[src/rtl/task_2_debounce_pkg.sv]
// Shared types and constants for the push-button debounce stage.
// Contents:
//   eDEB_state_t : one-hot debounce FSM state
//   LVL/PRESS/REL/TGL : bit positions within o_DATA
package task_2_pkg;

    typedef enum logic [3:0] {
        S_REL   = 4'b0001,
        S_PWAIT = 4'b0010,
        S_PRS   = 4'b0100,
        S_RWAIT = 4'b1000
    } eDEB_state_t;

    localparam int LVL   = 0;
    localparam int PRESS = 1;
    localparam int REL   = 2;
    localparam int TGL   = 3;

endpackage

[src/rtl/task_2_debounce_if.sv]
// Data bus between the button source and the debounce stage.
// Signals:
//   i_DATA [7:0] : bit 0 = raw button, other bits ignored
//   o_DATA [7:0] : debounced level / press / release / toggle, bits 7:4 zero
// Modports:
//   master : drives i_DATA, observes o_DATA
//   slave  : the debounce stage
interface task_2_debounce_if;

    logic [7:0] i_DATA;
    logic [7:0] o_DATA;

    modport master (output i_DATA, input o_DATA);
    modport slave  (input i_DATA, output o_DATA);

endinterface

[src/rtl/task_2_debounce_sync_2ff.sv]
// Single-bit two-flop synchronizer for asynchronous inputs.
// Ports:
//   i_clk : destination clock
//   i_rst : asynchronous active-high reset, clears both flops
//   i_d   : asynchronous input
//   o_q   : synchronized output, two edges behind i_d
module sync_2ff (
    input  logic i_clk,
    input  logic i_rst,
    input  logic i_d,
    output logic o_q
);

    logic q1;
    logic q2;

    always_ff @(posedge i_clk or posedge i_rst) begin
        if (i_rst) begin
            q1 <= 1'b0;
            q2 <= 1'b0;
        end else begin
            q1 <= i_d;
            q2 <= q1;
        end
    end

    assign o_q = q2;

endmodule

[src/rtl/task_2_debounce.sv]
// Push-button debounce front end: synchronizes the raw button, accepts a
// level change only after DEBOUNCE_CYCLES+1 consecutive stable samples, and
// produces registered level, press/release pulses and a press toggle.
// Ports:
//   i_clk : system clock
//   i_rst : asynchronous active-high reset
//   bus   : slave side of task_2_debounce_if (i_DATA in, o_DATA out)
//
// state   | meaning
// --------+-------------------------------------------------
// S_REL   | stable released, level 0, counter held at 0
// S_PWAIT | q2 went high, counting stability toward press
// S_PRS   | stable pressed, level 1, counter held at 0
// S_RWAIT | q2 went low, counting stability toward release
import task_2_pkg::*;

module task_2_debounce #(
    parameter  int DEBOUNCE_CYCLES = 4,
    localparam int CNT_W           = $clog2(DEBOUNCE_CYCLES + 1)
) (
    input  logic               i_clk,
    input  logic               i_rst,
    task_2_debounce_if.slave   bus
);

    localparam logic [CNT_W-1:0] CNT_ONE = CNT_W'(1);
    localparam logic [CNT_W-1:0] CNT_TC  = CNT_W'(DEBOUNCE_CYCLES);

    eDEB_state_t      state;
    eDEB_state_t      state_nxt;
    logic [CNT_W-1:0] cnt;
    logic [CNT_W-1:0] cnt_nxt;
    logic [7:0]       data_q;
    logic [7:0]       data_nxt;
    logic             q2;
    logic [6:0]       unused_bits;

    assign unused_bits = bus.i_DATA[7:1];

    sync_2ff u_sync (
        .i_clk (i_clk),
        .i_rst (i_rst),
        .i_d   (bus.i_DATA[0]),
        .o_q   (q2)
    );

    // State, counter and output registers.
    always_ff @(posedge i_clk or posedge i_rst) begin
        if (i_rst) begin
            state  <= S_REL;
            cnt    <= '0;
            data_q <= 8'h00;
        end else begin
            state  <= state_nxt;
            cnt    <= cnt_nxt;
            data_q <= data_nxt;
        end
    end

    // Next state and stability counter.
    always_comb begin
        state_nxt = state;
        cnt_nxt   = cnt;
        unique case (state)
            S_REL: begin
                cnt_nxt = '0;
                if (q2) begin
                    state_nxt = S_PWAIT;
                    cnt_nxt   = CNT_ONE;
                end
            end
            S_PWAIT: begin
                if (!q2) begin
                    state_nxt = S_REL;
                    cnt_nxt   = '0;
                end else if (cnt == CNT_TC) begin
                    state_nxt = S_PRS;
                    cnt_nxt   = '0;
                end else begin
                    cnt_nxt = cnt + CNT_ONE;
                end
            end
            S_PRS: begin
                cnt_nxt = '0;
                if (!q2) begin
                    state_nxt = S_RWAIT;
                    cnt_nxt   = CNT_ONE;
                end
            end
            S_RWAIT: begin
                if (q2) begin
                    state_nxt = S_PRS;
                    cnt_nxt   = '0;
                end else if (cnt == CNT_TC) begin
                    state_nxt = S_REL;
                    cnt_nxt   = '0;
                end else begin
                    cnt_nxt = cnt + CNT_ONE;
                end
            end
            default: begin
                state_nxt = S_REL;
                cnt_nxt   = '0;
            end
        endcase
    end

    // Outputs are decoded from the upcoming transition so that the registered
    // level and its pulse appear on the same cycle.
    always_comb begin
        data_nxt        = 8'h00;
        data_nxt[LVL]   = (state_nxt == S_PRS) || (state_nxt == S_RWAIT);
        data_nxt[PRESS] = (state == S_PWAIT) && (state_nxt == S_PRS);
        data_nxt[REL]   = (state == S_RWAIT) && (state_nxt == S_REL);
        data_nxt[TGL]   = data_q[TGL] ^ data_nxt[PRESS];
    end

    assign bus.o_DATA = data_q;

endmodule

[src/flat_wrapper.sv]
// flat-port wrapper written by rule: the top's interface ports become plain ports
module task_2_debounce_flat 
#(
    parameter  int DEBOUNCE_CYCLES = 4,
    localparam int CNT_W           = $clog2(DEBOUNCE_CYCLES + 1)
)
  (i_clk, i_rst, bus_i_DATA, bus_o_DATA);
  task_2_debounce_if bus_i ();
  input  logic i_clk;
  input  logic i_rst;
  input wire logic [$bits(bus_i.i_DATA)-1:0] bus_i_DATA;
  output wire logic [$bits(bus_i.o_DATA)-1:0] bus_o_DATA;
  assign bus_i.i_DATA = bus_i_DATA;
  assign bus_o_DATA = bus_i.o_DATA;
  task_2_debounce #(.DEBOUNCE_CYCLES(DEBOUNCE_CYCLES)) u_core (.i_clk(i_clk), .i_rst(i_rst), .bus(bus_i));
endmodule
[config.mk]
export PLATFORM = sky130hd
export DESIGN_NAME = task_2_debounce_flat
export DESIGN_NICKNAME = d
export VERILOG_FILES = /design/src/rtl/task_2_debounce_pkg.sv /design/src/rtl/task_2_debounce_if.sv /design/src/rtl/task_2_debounce_sync_2ff.sv /design/src/rtl/task_2_debounce.sv /design/src/flat_wrapper.sv
export SDC_FILE = /design/constraint.sdc
export NUM_CORES = 1
export LEC_CHECK = 0
export ABC_AREA = 1
export CORE_UTILIZATION = 50
export CTS_BUF_LIST = sky130_fd_sc_hd__clkbuf_2
export DETAILED_ROUTE_END_ITERATION = 7
export GPL_TIMING_DRIVEN = 0
export HOLD_SLACK_MARGIN = 0.1
export PLACE_DENSITY = 0.92
export REMOVE_ABC_BUFFERS = 1
export SYNTH_ARGS = -nofsm -noshare
export SYNTH_HDL_FRONTEND = slang
export SYNTH_SLANG_ARGS = --single-unit
[constraint.sdc]
create_clock -name i_clk -period 1.7 [get_ports i_clk]
set_input_delay 0.425 -clock i_clk [delete_from_list [all_inputs] [get_ports i_clk]]
set_output_delay 0.425 -clock i_clk [all_outputs]
set_load 0.02 [all_outputs]
== Word-level counts from Yosys, hierarchy flattened ==
Index checks and enable logic that the tools add are counted.

* Add/subtract/negate cells: 1
* Equal/unequal tests: 8
* Bitwise operators: 1
* Reduce and logical (&&, ||, !) cells: 3
* Multiplexer cells: 13

{| class="wikitable"
|+ Operator list
! kind !! number
|-
| $mux W4 || 6
|-
| $pmux W4 S4 || 1
|-
| $pmux W3 S4 || 1
|-
| $mux W3 || 3
|-
| $eq A4 B1 Y1 const B || 2
|-
| $eq A4 B3 Y1 const B || 2
|-
| $eq A4 B4 Y1 const B || 2
|-
| $eq A4 B2 Y1 const B || 1
|-
| $add A3 B1 Y3 const B || 1
|-
| $eq A3 B3 Y1 const B || 1
|-
| $logic_and A1 B1 Y1 || 2
|-
| $mux W1 || 2
|-
| $logic_or A1 B1 Y1 || 1
|-
| $xor A1 B1 Y1 || 1
|}

* Input port bits: 10
* Output and inout port bits: 8
* Register bits: 13

== Depth between registers and ports, before layout ==
Gate-level depths: netlist of the first run.

* Depth in word-level cells: 7
* Gate-level depth with buffers: 8
* Depth with buffers taken out: 8

== By module ==
A second synthesis of the first run with hierarchy kept.

* Cell total of the unflattened synthesis: 80
* Area, all modules: 664.4 um^2

{| class="wikitable"
|+ By module, submodules not included
! module !! cells an instance !! instances !! sequential area each (um^2) !! area each (um^2)
|-
| task_2_debounce || 77 || 1 || 276.5 || 610.6
|-
| sync_2ff || 3 || 1 || 50.0 || 53.8
|}

== Worst setup path after synthesis of the first run ==
No wires, ideal clock.

* Kind: reg-to-reg
* From: reg u_core.cnt[0]
* To: reg u_core.data_q[0], in the netlist u_core.bus.o_DATA[0]
* Data required time: 1.578 ns
* Buffers on the path: 0
* Cell stages (with the launch flop): 9
* Slack: 0.559 ns
* Setup time: 0.122 ns
* Clock period less this slack: 1.141 ns
* Arrival: 1.019 ns
* Path through: dfrtp_1 -> inv_1 -> ha_1 -> nand2_1 -> nand2_1 -> nand2_1 -> nor2_2 -> nor2_1 -> nand2_1

* Word-level cells in the longest chain between the ends: 6
* Elaborated cells on any way between the ends: 9

{| class="wikitable"
|+ RTL lines
! item !! RTL line !! source
|-
| from (decl) || task_2_debounce.sv:31 || <nowiki>logic [CNT_W-1:0] cnt;</nowiki>
|-
| from (signal assigned) || task_2_debounce.sv:55 || <nowiki>cnt <= cnt_nxt;</nowiki>
|-
| $eq A3 B3 Y1 * || task_2_debounce.sv:76, task_2_debounce.sv:94 ||
|-
| $mux W4 (on tied branches) || task_2_debounce.sv:94, task_2_debounce.sv:76 ||
|-
| $mux W4 (on tied branches) || task_2_debounce.sv:91, task_2_debounce.sv:73 ||
|-
| $pmux W4 S4 * || task_2_debounce.sv:64 || <nowiki>unique case (state)</nowiki>
|-
| $eq A4 B3 Y1 / $eq A4 B4 Y1 (equally long branches) || task_2_debounce.sv:112 || <nowiki>data_nxt[LVL] = (state_nxt == S_PRS) || (state_nxt == S_RWAIT);</nowiki>
|-
| $logic_or A1 B1 Y1 * || task_2_debounce.sv:112 ||
|-
| via u_core.data_nxt[0] || task_2_debounce.sv:34 || <nowiki>logic [7:0] data_nxt;</nowiki>
|-
| to (signal assigned) || task_2_debounce.sv:56 || <nowiki>data_q <= data_nxt;</nowiki>
|-
| to (decl) || task_2_debounce.sv:33 || <nowiki>logic [7:0] data_q;</nowiki>
|}

The timed path passes the listed nets; every way through them passes the cells marked *.

== Worst setup path in the final report of the first run ==
* From: reg u_core.data_q[0], in the netlist u_core.bus.o_DATA[0]
* To: out bus_o_DATA[0]

{| class="wikitable"
|+ RTL lines
! item !! RTL line !! source
|-
| to (decl) || flat_wrapper.sv:12 || <nowiki>output wire logic [$bits(bus_i.o_DATA)-1:0] bus_o_DATA;</nowiki>
|}

No word-level cell between the ends.

==> results of run 1 <==
[final timing paths]
check / start / endpoint / slack [ps]
min in group asynchronous: i_rst / u_core.state[2]$_DFF_PP0_ / 450
min: u_core.u_sync.q1$_DFF_PP0_ / u_core.u_sync.o_q$_DFF_PP0_ / 370
max: u_core.bus.o_DATA[0]$_DFF_PP0_ / bus_o_DATA[0] / 60
max in group asynchronous: i_rst / u_core.state[0]$_DFF_PP1_ / 910
max reg2reg: u_core.cnt[0]$_DFF_PP0_ / u_core.bus.o_DATA[0]$_DFF_PP0_ / 390
min reg2reg: u_core.u_sync.q1$_DFF_PP0_ / u_core.u_sync.o_q$_DFF_PP0_ / 370
[power breakdown]
group,total [mW],leakage (nW),switching (mW),internal (mW)
Combinational,0.188,0.257,0.120,0.0686
Sequential,0.382,0.171,0.0311,0.351
Clock,0.154,0.0164,0.101,0.0532
Total,0.724,0.445,0.251,0.473
[kinds of logic (layout without fill, tap and decap cells)]
group | Yosys count | in the layout | synth area share, %
other | 1 | 4 | 0.557
AO/OA/AOI/OAI | 7 | 7 | 6.13
adder cells (fa/ha/maj) | 2 | 2 | 3.72
AND/OR/NAND/NOR | 44 | 44 | 28.3
buffers and inverters | 19 | 25 | 12.8
flip-flops | 13 | 13 | 48.5
[repair_timing]
| item | 4_1_cts | 5_1_grt |
|---|---|---|
| endpoints found under the setup margin | 1 | 1 |
| resized for setup | 1 | 1 |
| setup buffers | 0 | 0 |
[Yosys cell counts]
cell and instances:
sky130_fd_sc_hd__dfstp_2 1, sky130_fd_sc_hd__nand3_1 6, sky130_fd_sc_hd__nor2_2 3, sky130_fd_sc_hd__ha_1 2
sky130_fd_sc_hd__inv_1 13, sky130_fd_sc_hd__buf_4 4, sky130_fd_sc_hd__conb_1 1, sky130_fd_sc_hd__inv_2 2
sky130_fd_sc_hd__o21ai_0 4, sky130_fd_sc_hd__nand2_1 21, sky130_fd_sc_hd__nor2_1 10, sky130_fd_sc_hd__dfrtp_1 12
sky130_fd_sc_hd__nand2_2 2, sky130_fd_sc_hd__a21boi_2 1, sky130_fd_sc_hd__nand4_1 2, sky130_fd_sc_hd__a21oi_1 2
[flip-flops by register name, indices dropped and copies added, names as in the netlist]
signal,cells
u_core.state,4
u_core.bus.o_DATA,4
u_core.u_sync.q1,1
u_core.u_sync.o_q,1
u_core.cnt,3
[layout make-up]
class	count	share of cell area (%)
sequential	13	43.4
timing repair buffer	6	8.14
tap	14	2.33
inverter	15	7.48
clock inverter	1	0.664
multi-input combinational	57	36.0
clock buffer	3	1.99
[metal layers]
metal | up-vias | wire length, um | track usage, %
li1 | 273 | - | -
met1 | 230 | 498 | 21.5
met2 | 20 | 530 | 30.4
met3 | 4 | 53 | 5.20
met4 | 0 | 16 | 13.8
met5 | - | 0 | 0
==> out/results.md, run 1 <==
- total number of cells along the worst setup path: 1
- crit path DAT: 1210 ps
- first-pass GRT wire length: 1860 um
- number of max-cap violations: 0
- number of cells on the worst reg-to-reg path: 8
- result of the run: finished, final reports clean
- final instance count without filler cells: 109
- total negative setup slack: 0 ps
- placer's final routability congestion estimate: 0.911
- clock root buffer: sky130_fd_sc_hd__clkbuf_2
- Overall Power: 0.724 mW
- Starting DRT DRC Count: 13
- number of global-route vias before repair: 497
- maximum vdd drop: 613 uV
- total I/O pin count: 18
- Buffers & Inverters on Critical Path: 1
- number of placed instances, taps included: 105
- number of clock buffers inserted by TritonCTS: 3
- unrepaired setup endpoints after global routing: no
- post-synthesis cell type count: 16
- Worst setup SP type: flop
- Net count, final: 108
- buffers from clock root to sink, at most: 2
- hold path cells: 0
- Inserted Diodes: 0
- number of flip-flops and latches in the synthesized netlist: 13
- cell family with most CP delay: buffers and inverters
- critical path peak fanout: 1
- capturing element type of the critical path: primary output
- area leader, netlist: sky130_fd_sc_hd__dfrtp_1
- summed instance area of the synthesized netlist: 673 um^2
- share of post-route cells with drive strength above 1: 13.7%
- largest net degree at the start of global routing: 14
- total iterations of the first detailed-routing run: 4
- overall via count from detail_route: 527
- layout overhead on the synthesized area: 11.9%
- floorplan die area: 1500 um^2
- Global Route Usage Sum: 19.0%
- Power Density: 961 nW/um^2
- Period Utilization, post-route: 96.5%
- Cells after Synth: 86
- DIE HEIGHT: 38.7 um
- final-layout worst hold slack: 367 ps
- Max Slew Vio Count: 0
- floorplan row count: 12
- post-placement cell area: 732 um^2
- clock-pin slew on the worst setup and hold paths: 120 ps
- count of port buffers added during placement: 6
- highest clock frequency the design can meet: 610 MHz
- Layout fillers: 94
- half-perimeter wire length of the detailed placement result: 841 um
- required time at the endpoint of the critical path: 1270 ps
- routed length per instance: 10.1 um
- average size of a mapped cell: 7.83 um^2
- post-layout util: 64.3%
- multi-input gate area in the final layout: 272 um^2
- most frequent cells in the layout: sky130_fd_sc_hd__nand2_1, sky130_fd_sc_hd__inv_1, sky130_fd_sc_hd__dfrtp_1
- Total Routed Length: 1100 um
- Post-Place Setup Slack: 330 ps
- total setup violations reported at the end of the flow: 0
- Num Clock Sinks: 13
- Leak Pwr: 0.445 nW
- crit path setup slack, layout: 60.2 ps
- category of the critical setup timing path: reg -> out
- number of antenna violations at the first check in global routing: 0
- Max stage delay on crit path: 600 ps
- count of antenna-violating nets left after detailed routing: 0
- final instance area: 753 um^2
- Hold/Removal Path Class: reg -> reg
- number of hold-slack violations in the final timing report: 0
- clock skew: 4.02 ps
- cell types occupying the most area after synthesis: sky130_fd_sc_hd__dfrtp_1, sky130_fd_sc_hd__nand2_1, sky130_fd_sc_hd__inv_1
- sequential share of the synthesized area: 48.5%
- clock tree from TritonCTS: yes
- core area: 1170 um^2
- slowest library cell on the worst path: sky130_fd_sc_hd__clkdlybuf4s50_1
- DRC errors left: 0
- most common library cell in the layout ignoring fill and taps: sky130_fd_sc_hd__nand2_1
- worst skew pair latency: 270 ps
- overflow left after global routing: 0
- vias per std cell: 4.83
- H-tree Lvls: 1
- synthesis warning total: 0
- count of hold buffers inserted by post-cts repair: 0
- initial core utilization: 57.5%
- time the final worst path needs with I/O delays and setup: 1640 ps
- Yosys top cell area share: 44.6%
- critical path cell sequence: clkdlybuf4s50_1
- FF+latch area: 327 um^2
- floorplan die width: 38.7 um
Power figures use the tool's default switching activity.
==> inputs of run 2 (changes only) <==
Settings changed: CAP_MARGIN set to 40, CELL_PAD_IN_SITES_DETAIL_PLACEMENT set to 0, CELL_PAD_IN_SITES_GLOBAL_PLACEMENT set to 1, CORE_ASPECT_RATIO set to 1.25, CORE_UTILIZATION 50 to 37, PLACE_DENSITY 0.92 to 0.94.
==> run 2 against run 1 <==
  * Register-to-register slack better by 20 ps
  * Count of clock-buffer cells in the layout increased by 1
  * Cell count increased by 3.7%
  * Worst setup slack improved by 8.2 ps
  * Non-clock buffer count stayed put
  * Fmax grew 0.50%
  * Die area increased by 33%
  * Wire length decreased by 3.0%
  * Critical path depth did not move
  * First-iteration DRC count shrank 46%
  * Critical path type unchanged
  * Critical endpoint unchanged
==> out/results.md, run 2 (synthesis results as in run 1) <==
- number of placed instances, taps included: 109
- number of max-cap violations: 0
- clock-pin slew on the worst setup and hold paths: 110 ps
- overall via count from detail_route: 535
- highest clock frequency the design can meet: 613 MHz
- uppermost routed layer: met4
- worst skew pair latency: 270 ps
- clock skew: 8.82 ps
- total I/O pin count: 18
- Seq pwr share: 52.4%
- crit path setup slack, layout: 68.4 ps
- clock root buffer: sky130_fd_sc_hd__clkbuf_2
- most frequent cells in the layout: sky130_fd_sc_hd__nand2_1, sky130_fd_sc_hd__inv_1, sky130_fd_sc_hd__dfrtp_1
- count of port buffers added during placement: 6
- wire length on met3: 50 um
- Net count, final: 108
- post-layout util: 46.3%
- share of post-route cells with drive strength above 1: 13.7%
- routed length on met2: 508 um
- Max Slew Vio Count: 0
- Hold/Removal Path Class: reg -> reg
- floorplan die area: 2000 um^2
- unrepaired setup endpoints after global routing: no
- core area: 1640 um^2
- most common library cell in the layout ignoring fill and taps: sky130_fd_sc_hd__nand2_1
- slowest library cell on the worst path: sky130_fd_sc_hd__clkdlybuf4s50_1
- Starting DRT DRC Count: 7
- Global Route Usage Sum: 13.6%
- category of the critical setup timing path: reg -> out
- H-tree Lvls: 1
- net switching power: 0.245 mW
- buffers from clock root to sink, at most: 2
- Max stage delay on crit path: 600 ps
- switching share of power: 33.8%
- floorplan die width: 40.2 um
- result of the run: finished, final reports clean
- number of hold-slack violations in the final timing report: 0
- critical path peak fanout: 1
- capturing element type of the critical path: primary output
- vias per std cell: 4.73
- count of hold buffers inserted by post-cts repair: 0
- Overall Power: 0.726 mW
- time the final worst path needs with I/O delays and setup: 1630 ps
- number of clock buffers inserted by TritonCTS: 3
- placer's final routability congestion estimate: 0.763
- routed length per instance: 9.42 um
- count of antenna-violating nets left after detailed routing: 0
- FF+latch area: 327 um^2
- total iterations of the first detailed-routing run: 4
- half-perimeter wire length of the detailed placement result: 815 um
- overflow left after global routing: 0
- number of global-route vias before repair: 446
- final-layout worst hold slack: 367 ps
- required time at the endpoint of the critical path: 1270 ps
- layout overhead on the synthesized area: 12.8%
- largest net degree at the start of global routing: 14
- final instance area: 759 um^2
- DRC errors left: 0
- post-placement cell area: 737 um^2
- Total Routed Length: 1070 um
- maximum vdd drop: 461 uV
- Buffers & Inverters on Critical Path: 1
- metal1 wirelength: 481 um
- crit path DAT: 1210 ps
- cell family with most CP delay: buffers and inverters
- initial core utilization: 41.0%
- total negative setup slack: 0 ps
- total setup buffers inserted after CTS: 0
- Power Density: 956 nW/um^2
- Post-Place Setup Slack: 328 ps
- portion of total power attributed to the clock network: 22.0%
- share of total power in combinational logic: 25.6%
- Num Clock Sinks: 13
- critical path cell sequence: clkdlybuf4s50_1
- multi-input gate area in the final layout: 272 um^2
- Layout fillers: 175
- first-pass GRT wire length: 1810 um
- Leak Pwr: 0.440 nW
- Inserted Diodes: 0
- DIE HEIGHT: 49.7 um
- number of antenna violations at the first check in global routing: 0
- final instance count without filler cells: 113
- total setup violations reported at the end of the flow: 0
- Worst setup SP type: flop
- clock tree from TritonCTS: yes
- Internal Power: 0.481 mW
- floorplan row count: 16
- Period Utilization, post-route: 96.0%
## run 2: cell type report
type,instances,area share (%)
tap,18,2.97
timing repair buffer,6,8.24
clock buffer,4,2.64
multi-input combinational,57,35.7
sequential,13,43.0
inverter,15,7.41
## run 2: worst paths after layout
check / startpoint / end / slack [ps] / depth (start not counted)
setup / recovery: u_core.bus.o_DATA[0]$_DFF_PP0_ / bus_o_DATA[0] / 70 / 1
hold / removal: u_core.u_sync.q1$_DFF_PP0_ / u_core.u_sync.o_q$_DFF_PP0_ / 370 / 0
setup reg to reg: u_core.cnt[0]$_DFF_PP0_ / u_core.bus.o_DATA[0]$_DFF_PP0_ / 410 / 8
hold reg to reg: u_core.u_sync.q1$_DFF_PP0_ / u_core.u_sync.o_q$_DFF_PP0_ / 370 / 0
max in group asynchronous: i_rst / u_core.state[0]$_DFF_PP1_ / 900 / 2
min in group asynchronous: i_rst / u_core.cnt[2]$_DFF_PP0_ / 450 / 2
## run 2: metal layers
| layer | up-vias | track usage, % |
|---|---|---|
| li1 | 273 | - |
| met1 | 237 | 18.3 |
| met2 | 21 | 18.5 |
| met3 | 4 | 1.35 |
| met4 | 0 | 12.1 |
| met5 | - | 0 |
## run 2: power groups by stage
stage	logic (mW)	registers [mW]	clock network, mW
after global routing	0.214	0.385	0.178
after global placement	0.181	0.387	0
final	0.186	0.381	0.159
after detailed placement	0.185	0.388	0
after CTS	0.187	0.382	0.167
after floorplan	0.155	0.380	0
## run 2: repair_timing
item	4_1_cts	5_1_grt
resized for setup	0	1
hold endpoints to repair	0	0
endpoints found under the setup margin	0	1
